[config.mk]
export PLATFORM = sky130hd
export DESIGN_NAME = ram_arbiter
export DESIGN_NICKNAME = d
export VERILOG_FILES = /design/src/rtl/ram_arbiter_pkg.sv /design/src/rtl/ram_arbiter_rr_arb2.sv /design/src/rtl/ram_arbiter.sv
export SDC_FILE = /design/constraint.sdc
export NUM_CORES = 1
export LEC_CHECK = 0
export BUFFER_PORTS_ARGS = -buffer_cell sky130_fd_sc_hd__buf_2
export CAP_MARGIN = 20
export CELL_PAD_IN_SITES_DETAIL_PLACEMENT = 1
export CELL_PAD_IN_SITES_GLOBAL_PLACEMENT = 1
export CORE_ASPECT_RATIO = 0.6
export CORE_MARGIN = 3
export CORE_UTILIZATION = 20
export CTS_BUF_LIST = sky130_fd_sc_hd__clkbuf_4 sky130_fd_sc_hd__clkbuf_8
export CTS_CLUSTER_DIAMETER = 100
export DETAILED_ROUTE_END_ITERATION = 6
export PLACE_DENSITY_LB_ADDON = 0.08
export SLEW_MARGIN = 15
export SYNTH_ARGS = -nofsm -noshare
export SYNTH_HDL_FRONTEND = slang
export SYNTH_SLANG_ARGS = --single-unit
export TNS_END_PERCENT = 30
[constraint.sdc]
create_clock -name i_clk -period 1.4 [get_ports i_clk]
set_input_delay 0.14 -clock i_clk [delete_from_list [all_inputs] [get_ports i_clk]]
set_output_delay 0.14 -clock i_clk [all_outputs]
set_load 0.01 [all_outputs]
[src/rtl/ram_arbiter_pkg.sv]
// rtl/ram_arbiter_pkg.sv - shared constants for the two-requester RAM arbiter
package ram_arbiter_pkg;

  localparam logic [0:0] ST_INIT = 1'b0;
  localparam logic [0:0] ST_RUN  = 1'b1;

  localparam logic REQ_A = 1'b0;
  localparam logic REQ_B = 1'b1;

  function automatic int depth(input int addr_width);
    return 1 << addr_width;
  endfunction

endpackage

[src/rtl/ram_arbiter_rr_arb2.sv]
// rtl/ram_arbiter_rr_arb2.sv - two-way round-robin grant with registered tie-break pointer
module rr_arb2
  import ram_arbiter_pkg::*;
(
  input  logic       i_clk,
  input  logic       i_rst_n,
  input  logic [1:0] i_req,
  input  logic       i_en,
  output logic [1:0] o_gnt
);

  // ptr names the requester that wins when both ask in the same cycle
  logic ptr;

  always_comb begin
    o_gnt = 2'b00;
    if (i_en) begin
      if (i_req[REQ_A] && (!i_req[REQ_B] || ptr == REQ_A)) begin
        o_gnt[REQ_A] = 1'b1;
      end else if (i_req[REQ_B]) begin
        o_gnt[REQ_B] = 1'b1;
      end
    end
  end

  always_ff @(posedge i_clk or negedge i_rst_n) begin
    if (!i_rst_n) begin
      ptr <= REQ_A;
    end else if (o_gnt[REQ_A]) begin
      ptr <= REQ_B;
    end else if (o_gnt[REQ_B]) begin
      ptr <= REQ_A;
    end
  end

endmodule

[src/rtl/ram_arbiter.sv]
// rtl/ram_arbiter.sv - clears a single-port RAM, then round-robins accesses from two clients
module ram_arbiter
  import ram_arbiter_pkg::*;
#(
  parameter int ADDR_WIDTH = 4,
  parameter int DATA_WIDTH = 8
) (
  input  logic                  i_clk,
  input  logic                  i_rst_n,
  input  logic                  i_clear,
  output logic                  o_busy,
  output logic                  o_init_done,
  input  logic                  i_a_req,
  input  logic                  i_a_we,
  input  logic [ADDR_WIDTH-1:0] i_a_addr,
  input  logic [DATA_WIDTH-1:0] i_a_wdata,
  output logic                  o_a_gnt,
  output logic                  o_a_rvalid,
  output logic [DATA_WIDTH-1:0] o_a_rdata,
  input  logic                  i_b_req,
  input  logic                  i_b_we,
  input  logic [ADDR_WIDTH-1:0] i_b_addr,
  input  logic [DATA_WIDTH-1:0] i_b_wdata,
  output logic                  o_b_gnt,
  output logic                  o_b_rvalid,
  output logic [DATA_WIDTH-1:0] o_b_rdata,
  output logic                  o_mem_we,
  output logic [ADDR_WIDTH-1:0] o_mem_addr,
  output logic [DATA_WIDTH-1:0] o_mem_wdata,
  input  logic [DATA_WIDTH-1:0] i_mem_rdata
);

  localparam int DEPTH = depth(ADDR_WIDTH);
  localparam logic [ADDR_WIDTH-1:0] LAST_ADDR = ADDR_WIDTH'(DEPTH - 1);

  logic [0:0]            state;
  logic [ADDR_WIDTH-1:0] clr_cnt;
  logic                  a_rv;
  logic                  b_rv;
  logic [1:0]            gnt;
  logic                  arb_en;

  // the clear-request cycle itself leaves the memory idle
  assign arb_en = (state == ST_RUN) && !i_clear;

  rr_arb2 u_rr_arb2 (
    .i_clk   (i_clk),
    .i_rst_n (i_rst_n),
    .i_req   ({i_b_req, i_a_req}),
    .i_en    (arb_en),
    .o_gnt   (gnt)
  );

  assign o_a_gnt     = gnt[REQ_A];
  assign o_b_gnt     = gnt[REQ_B];
  assign o_busy      = (state == ST_INIT);
  assign o_init_done = (state == ST_RUN);

  always_ff @(posedge i_clk or negedge i_rst_n) begin
    if (!i_rst_n) begin
      state   <= ST_INIT;
      clr_cnt <= '0;
      a_rv    <= 1'b0;
      b_rv    <= 1'b0;
    end else begin
      // read flags follow grants regardless of state so a read issued
      // just before a clear still returns its data
      a_rv <= gnt[REQ_A] && !i_a_we;
      b_rv <= gnt[REQ_B] && !i_b_we;
      if (state == ST_INIT) begin
        clr_cnt <= clr_cnt + 1'b1;
        if (clr_cnt == LAST_ADDR) begin
          state <= ST_RUN;
        end
      end else if (i_clear) begin
        state   <= ST_INIT;
        clr_cnt <= '0;
      end
    end
  end

  always_comb begin
    o_mem_we    = 1'b0;
    o_mem_addr  = '0;
    o_mem_wdata = '0;
    if (state == ST_INIT) begin
      o_mem_we   = 1'b1;
      o_mem_addr = clr_cnt;
    end else if (gnt[REQ_A]) begin
      o_mem_we    = i_a_we;
      o_mem_addr  = i_a_addr;
      o_mem_wdata = i_a_wdata;
    end else if (gnt[REQ_B]) begin
      o_mem_we    = i_b_we;
      o_mem_addr  = i_b_addr;
      o_mem_wdata = i_b_wdata;
    end
  end

  assign o_a_rvalid = a_rv;
  assign o_b_rvalid = b_rv;
  assign o_a_rdata  = a_rv ? i_mem_rdata : '0;
  assign o_b_rdata  = b_rv ? i_mem_rdata : '0;

endmodule
==> run summary, run 1 <==
=================================================================================
Layout cell share with drive strength beyond 1                              67.8%
Maximum number of pins on one net before global-route repair                   10
Type of destination of the critical path                             primary output
Die outline height                                                        50.1 µm
Portion of synthesized cell area occupied by the leading cell type          30.8%
PnR Total Power                                                           1.60 mW
Post-synthesis instance total                                                  66
Top delay family on crit path                                          flip-flops
Per-instance average area after synthesis                                9.84 µm²
Die boundary width                                                        79.6 µm
Post-DP Area                                                          0.00114 mm²
Std-Cell Rows                                                                  15
Full die area                                                         0.00399 mm²
Count of buffer and inverter cells on the critical path                         2
Total Wirelength                                                          2890 µm
I/O pin total                                                                  74
Number of library cell types mapped by synthesis                               23
Arrival time of data at the critical path endpoint                        1.48 ns
Dominant cell by count in the synthesized netlist                          and2_1
Max Slew Vio Count                                                              0
Violated checks                                                      negative setup slack
Routed len/inst                                                           15.1 µm
Clock tree from TritonCTS                                                     yes
Area grow syn2layout                                                        94.4%
Pleak                                                                    0.742 nW
Synthesized-area fraction occupied by and/or/nand/nor cells                 31.8%
H-tree depth                                                                    1
Share of synthesized registers carrying an async set or reset                100%
Routability cong.                                                           0.700
Crit-path max FO                                                                7
Core region area                                                      0.00298 mm²
Max-cap viol count                                                              0
GRT overflow                                                                    0
Number of buffers created by CTS                                                3
Wire length of the first global-routing pass                              4270 µm
Worst Tran Pin Value                                                     0.225 ns
Post-Synth Adder-Cell Area                                                  1.93%
FF+latch count, synth                                                           8
Pwr/cell area                                                         1270 mW/mm²
Worst clock skew                                                       0.00146 ns
Critical Path RT                                                          1.26 ns
Number of I/O port buffers                                                     73
Post-synth net total                                                          106
Setup Crit Path Kind                                                 flop to primary output
Post-route DRC                                                                  0
Synthesized-area fraction occupied by ao, oa, aoi and oai cells             27.6%
Cells along the critical path                                        buf_6, nand2_4, and3_4, a221o_1, buf_2
Placement-stage worst setup slack                                      -0.0492 ns
Worst skew pair latency                                                   0.23 ns
Biggest area contributors in the synthesized netlist                 dfrtp_1, and2_1, a22o_2
Final setup violation count                                                    15
Detailed-placement wirelength estimate                                    2150 µm
Post-DR vias/cell                                                            4.61
Commonest cells in the netlist                                       and2_1, a22o_2, dfrtp_1
Max-slew headroom at the worst pin                                          85.0%
Count of synthesis-stage warnings from yosys                                    0
Clock root cell                                                          clkbuf_8
Count of TritonRoute iterations in the first routing pass                       4
Synthesized-area fraction occupied by xor and xnor cells                    1.35%
Inserted Diodes                                                                 0
Starting Density                                                            21.8%
Class of the most critical hold timing path                          primary input to flop
Number of failing hold endpoints at the final stage                             0
Highest Clock Rate                                                        615 MHz
Period utilization                                                           116%
Post-layout instance area                                             0.00126 mm²
Post-layout worst setup margin                                          -0.225 ns
Maximum ir drop on the vdd rail                                          0.734 mV
Post-synthesis instance area                                              649 µm²
Violation count after the first detailed-route iteration                       25
Hold Worst Slack                                                         0.199 ns
Combinational family with the most area after synthesis              simple AND/OR/NAND/NOR gates
Maximum buffer depth of the clock tree                                          2
Detailed-route via count                                                      880
Reg clk slew, reported paths                                              0.04 ns
Number of global-route vias before repair                                     826
Most common flop cell mapped by yosys                                     dfrtp_1
Multiplexer share of the synthesized area                                      0%
Sequential-to-total area share from yosys stat                              30.8%
Library cell occupying the most area in the post-synthesis netlist        dfrtp_1
Nets                                                                          190
Status                                                               finished with violations
Largest stage delay, worst path                                           0.36 ns
GRT Total Usage                                                             13.9%
Count of flip-flops with a built-in enable after synthesis                      0
Kind of start point of the critical path                                     flop
Initial antenna violation count                                                 0
Slowest CP cell                                                           dfrtp_1
Final critical path time including I/O delays and setup                   1.62 ns
Setup repair after global routing missed its margin                           yes
Antenna Violating Nets Remaining                                                0
CTS Sinks                                                                       8
=================================================================================
## what timing repair did
item                                    4_1_cts  5_1_grt
setup buffers                                 2        1
endpoints found under the setup margin       15       15
cloned                                        2        0
hold buffers                                  1        0
resized for setup                             9        0
endpoints found under the hold margin         8        0
pin swaps                                     7        0
## cell usage in the layout (no fill, tap or decap)
master,count
buf_2,70
and2_1,16
a22o_4,8
dfrtp_1,7
a221o_1,6
buf_6,5
buf_4,5
and2b_1,4
clkbuf_8,3
and3_4,2
and4_1,2
nand2_1,2
o21ai_0,2
and3_2,2
nand2_4,1
nor2b_4,1
inv_1,1
nand2b_4,1
a31o_2,1
xnor2_1,1
nand3_1,1
nor3_1,1
a21oi_1,1
a31oi_1,1
a22o_1,1
ha_1,1
clkbuf_4,1
dlygate4sd3_1,1
dfrtp_2,1
## worst reg2reg max path: cells and delay by family (launching register included)
| kind | cells | cell delay (ns) |
|---|---|---|
| flops | 1 | 0.40 |
| compound gates | 2 | 0.18 |
| simple gates | 1 | 0.15 |
| buf+inv | 3 | 0.35 |
## path summary, 6_finish.rpt
path / end / slack, ns / from / cells after the start
worst max register to register: u_rr_arb2.ptr / 0.19 / o_init_done / 6
worst min register to register: clr_cnt[3] / 0.55 / clr_cnt[3] / 1
max in group asynchronous: o_init_done / 0.93 / i_rst_n / 2
worst max-delay path: o_mem_we / -0.22 / u_rr_arb2.ptr / 5
worst min-delay path: u_rr_arb2.ptr / 0.20 / i_b_req / 2
min in group asynchronous: u_rr_arb2.ptr / 0.28 / i_rst_n / 2
## kinds of logic (layout without fill, tap and decap cells)
family | Yosys count | after routing
AND/OR/NAND/NOR | 31 | 33
AO/OA/AOI/OAI | 20 | 20
flip-flops | 8 | 8
buffers and inverters | 5 | 86
adder cells (fa/ha/maj) | 1 | 1
XOR/XNOR | 1 | 1
## flip-flops by register name (all words and copies together), names as in the netlist
| signal | count |
|---|---|
| clr_cnt | 4 |
| o_a_rvalid | 1 |
| o_b_rvalid | 1 |
| o_init_done | 1 |
| u_rr_arb2.ptr | 1 |
## per-layer routing
layer	up-vias	global-route usage, %	routed length, µm
met5	-	0	0
met3	3	4.66	318
met4	0	1.71	12
li1	416	-	-
met1	421	20.9	1360
met2	40	19.5	1200
## where the power goes
group | internal [mW] | switching, mW
sequential | 0.323 | 0.0910
combinational | 0.479 | 0.395
clock | 0.217 | 0.0987
total | 1.02 | 0.585
## cell type report
type                            instances  area (µm²)
Fill cell                             371        1720
Multi-Input combinational cell         55         502
Timing Repair Buffer                   81         454
Sequential cell                         8         201
Tap cell                               42        52.6
Clock buffer                            4        48.8
Inverter                                1        3.75
## per-stage QoR
step,utilization [%],TNS (ns),std cells
after floorplan,-,0,66
after global placement,38.2,-0.0301,182
after detailed placement,38.2,-0.207,182
after CTS,42.1,-2.28,190
after global routing,42.3,-3.04,191
final,42.3,-2.35,191
Power figures use the tool's default switching activity.
==> run 2: changes to the inputs <==
--- a/config.mk
+++ b/config.mk
@@ -15,7 +15,7 @@
 export CTS_BUF_LIST = sky130_fd_sc_hd__clkbuf_4 sky130_fd_sc_hd__clkbuf_8
 export CTS_CLUSTER_DIAMETER = 100
 export DETAILED_ROUTE_END_ITERATION = 6
-export PLACE_DENSITY_LB_ADDON = 0.08
+export PLACE_DENSITY_LB_ADDON = 0.2
 export SLEW_MARGIN = 15
 export SYNTH_ARGS = -nofsm -noshare
 export SYNTH_HDL_FRONTEND = slang
==> run summary, run 2 (synthesis gave the netlist of run 1 again) <==
===========================================================================
I/O pin total                                                            74
Count of buffer and inverter cells on the critical path                   2
Full die area                                                   0.00399 mm²
Count of filler cells inserted in the layout                            362
Violation count after the first detailed-route iteration                  3
Inserted Diodes                                                           0
Final critical path time including I/O delays and setup             1.67 ns
Routed len/inst                                                     14.2 µm
Register name with the most flops                                   clr_cnt
Commonest cells after routing, fill and taps aside             buf_2, and2_1, a22o_4, dfrtp_1
Highest Clock Rate                                                  600 MHz
Number of I/O port buffers                                               73
Antenna Violating Nets Remaining                                          0
Setup repair after global routing missed its margin                     yes
Max Slew Vio Count                                                        0
Relative contribution of the clock network to total power             19.5%
Total Wirelength                                                    2680 µm
Initial antenna violation count                                           0
Die outline height                                                  50.1 µm
CTS Sinks                                                                 8
Max-slew headroom at the worst pin                                    85.4%
Worst Tran Pin Value                                               0.219 ns
Type of destination of the critical path                       primary output
Share of total power in sequential cells                              26.4%
Status                                                         finished with violations
Setup Crit Path Kind                                           flop to primary output
Detailed-placement wirelength estimate                              2190 µm
Fraction of power spent switching nets                                34.8%
Slowest CP cell                                                     dfrtp_2
Max FFs per register                                                      4
Most common cell after layout, fill and taps aside                    buf_2
Final total negative setup slack                                   -3.06 ns
Routability cong.                                                     0.736
Period utilization                                                     119%
Number of setup buffers added after CTS                                   0
Wire length of the first global-routing pass                        4100 µm
Cells along the critical path                                  nor2b_4, and3_4, bufbuf_16, a22o_4, buf_6
Internal power component                                            1.02 mW
Reg clk slew, reported paths                                        0.04 ns
Worst skew pair latency                                             0.23 ns
Layout cell share with drive strength beyond 1                        67.3%
Starting Density                                                      21.8%
Core region area                                                0.00298 mm²
Count of TritonRoute iterations in the first routing pass                 4
Maximum number of pins on one net before global-route repair             14
Area grow syn2layout                                                  99.6%
Number of buffers created by CTS                                          3
Util after Layout                                                     43.4%
Nets                                                                    188
Max-cap viol count                                                        0
Std-Cell Rows                                                            15
Clock tree from TritonCTS                                               yes
Clock root cell                                                    clkbuf_8
Post-DR vias/cell                                                      4.50
Post-layout worst setup margin                                    -0.267 ns
Class of the most critical hold timing path                    primary input to flop
Combinational share of power                                          54.2%
Top delay family on crit path                                    flip-flops
Worst clock skew                                                 0.00418 ns
Maximum buffer depth of the clock tree                                    2
Pleak                                                              0.744 nW
Detailed-route via count                                                850
Kind of start point of the critical path                               flop
Number of failing hold endpoints at the final stage                       0
Largest stage delay, worst path                                     0.40 ns
GRT overflow                                                              0
Violated checks                                                negative setup slack
Critical Path RT                                                    1.26 ns
Crit-path max FO                                                          7
Arrival time of data at the critical path endpoint                  1.53 ns
H-tree depth                                                              1
Pwr/cell area                                                   1200 mW/mm²
PnR Total Power                                                     1.56 mW
Maximum ir drop on the vdd rail                                    0.717 mV
Final setup violation count                                              14
Number of global-route vias before repair                               844
Die boundary width                                                  79.6 µm
GRT Total Usage                                                       12.9%
Net load switching power                                           0.543 mW
Post-route DRC                                                            0
===========================================================================
-- run 2: layout make-up --
class                           instances  area [µm²]  area share [%]
Multi-Input combinational cell         53         487            37.5
Sequential cell                         8         201            15.5
Tap cell                               42        52.6            4.05
Timing Repair Buffer                   81         503            38.8
Inverter                                1        3.75           0.290
Clock buffer                            4        48.8            3.76
-- run 2: power groups by stage --
stage,Sequential (mW),Clock (mW),Combinational (mW)
detailed placement,0.411,0,0.786
global route,0.426,0.325,0.932
CTS,0.410,0.315,0.843
global placement,0.405,0,0.765
finish,0.412,0.304,0.846
floorplan,0.407,0,0.458
-- run 2: worst paths after layout --
check,startpoint,end,slack (ns),cells after the start
worst max-delay path,o_init_done,o_mem_wdata[4],-0.27,5
worst min-delay path,i_b_req,u_rr_arb2.ptr,0.16,2
worst max register to register,o_init_done,o_b_rvalid,0.17,4
worst min register to register,clr_cnt[3],clr_cnt[3],0.55,1
max in group asynchronous,i_rst_n,o_init_done,0.92,2
min in group asynchronous,i_rst_n,u_rr_arb2.ptr,0.29,2
-- run 2: timing repair --
| item | in CTS | in global routing |
|---|---|---|
| gates cloned | 1 | 0 |
| resized for setup | 10 | 1 |
| hold buffers | 1 | 0 |
| setup endpoints to repair | 15 | 15 |
| pin swaps | 1 | 3 |
| endpoints found under the hold margin | 8 | 0 |
-- run 2: stage by stage --
step / worst slack (ns) / hold slack, ns / area (µm²) / std cells
after floorplan: 0.0241 / -0.156 / 714 / 66
after global placement: -0.0193 / -0.00511 / 1150 / 183
after detailed placement: -0.0561 / -0.00368 / 1150 / 183
after CTS: -0.277 / 0.139 / 1290 / 189
after global routing: -0.302 / 0.173 / 1300 / 189
final: -0.267 / 0.160 / 1300 / 189
-- run 2: routing by layer --
layer / vias to the layer above / share of wire [%] / global-route usage (%)
met1: 403 / 42 / 16.0
met4: 0 / 0 / 1.71
met5: - / 0 / 0
li1: 410 / - / -
met3: 0 / 10 / 4.12
met2: 37 / 48 / 22.4
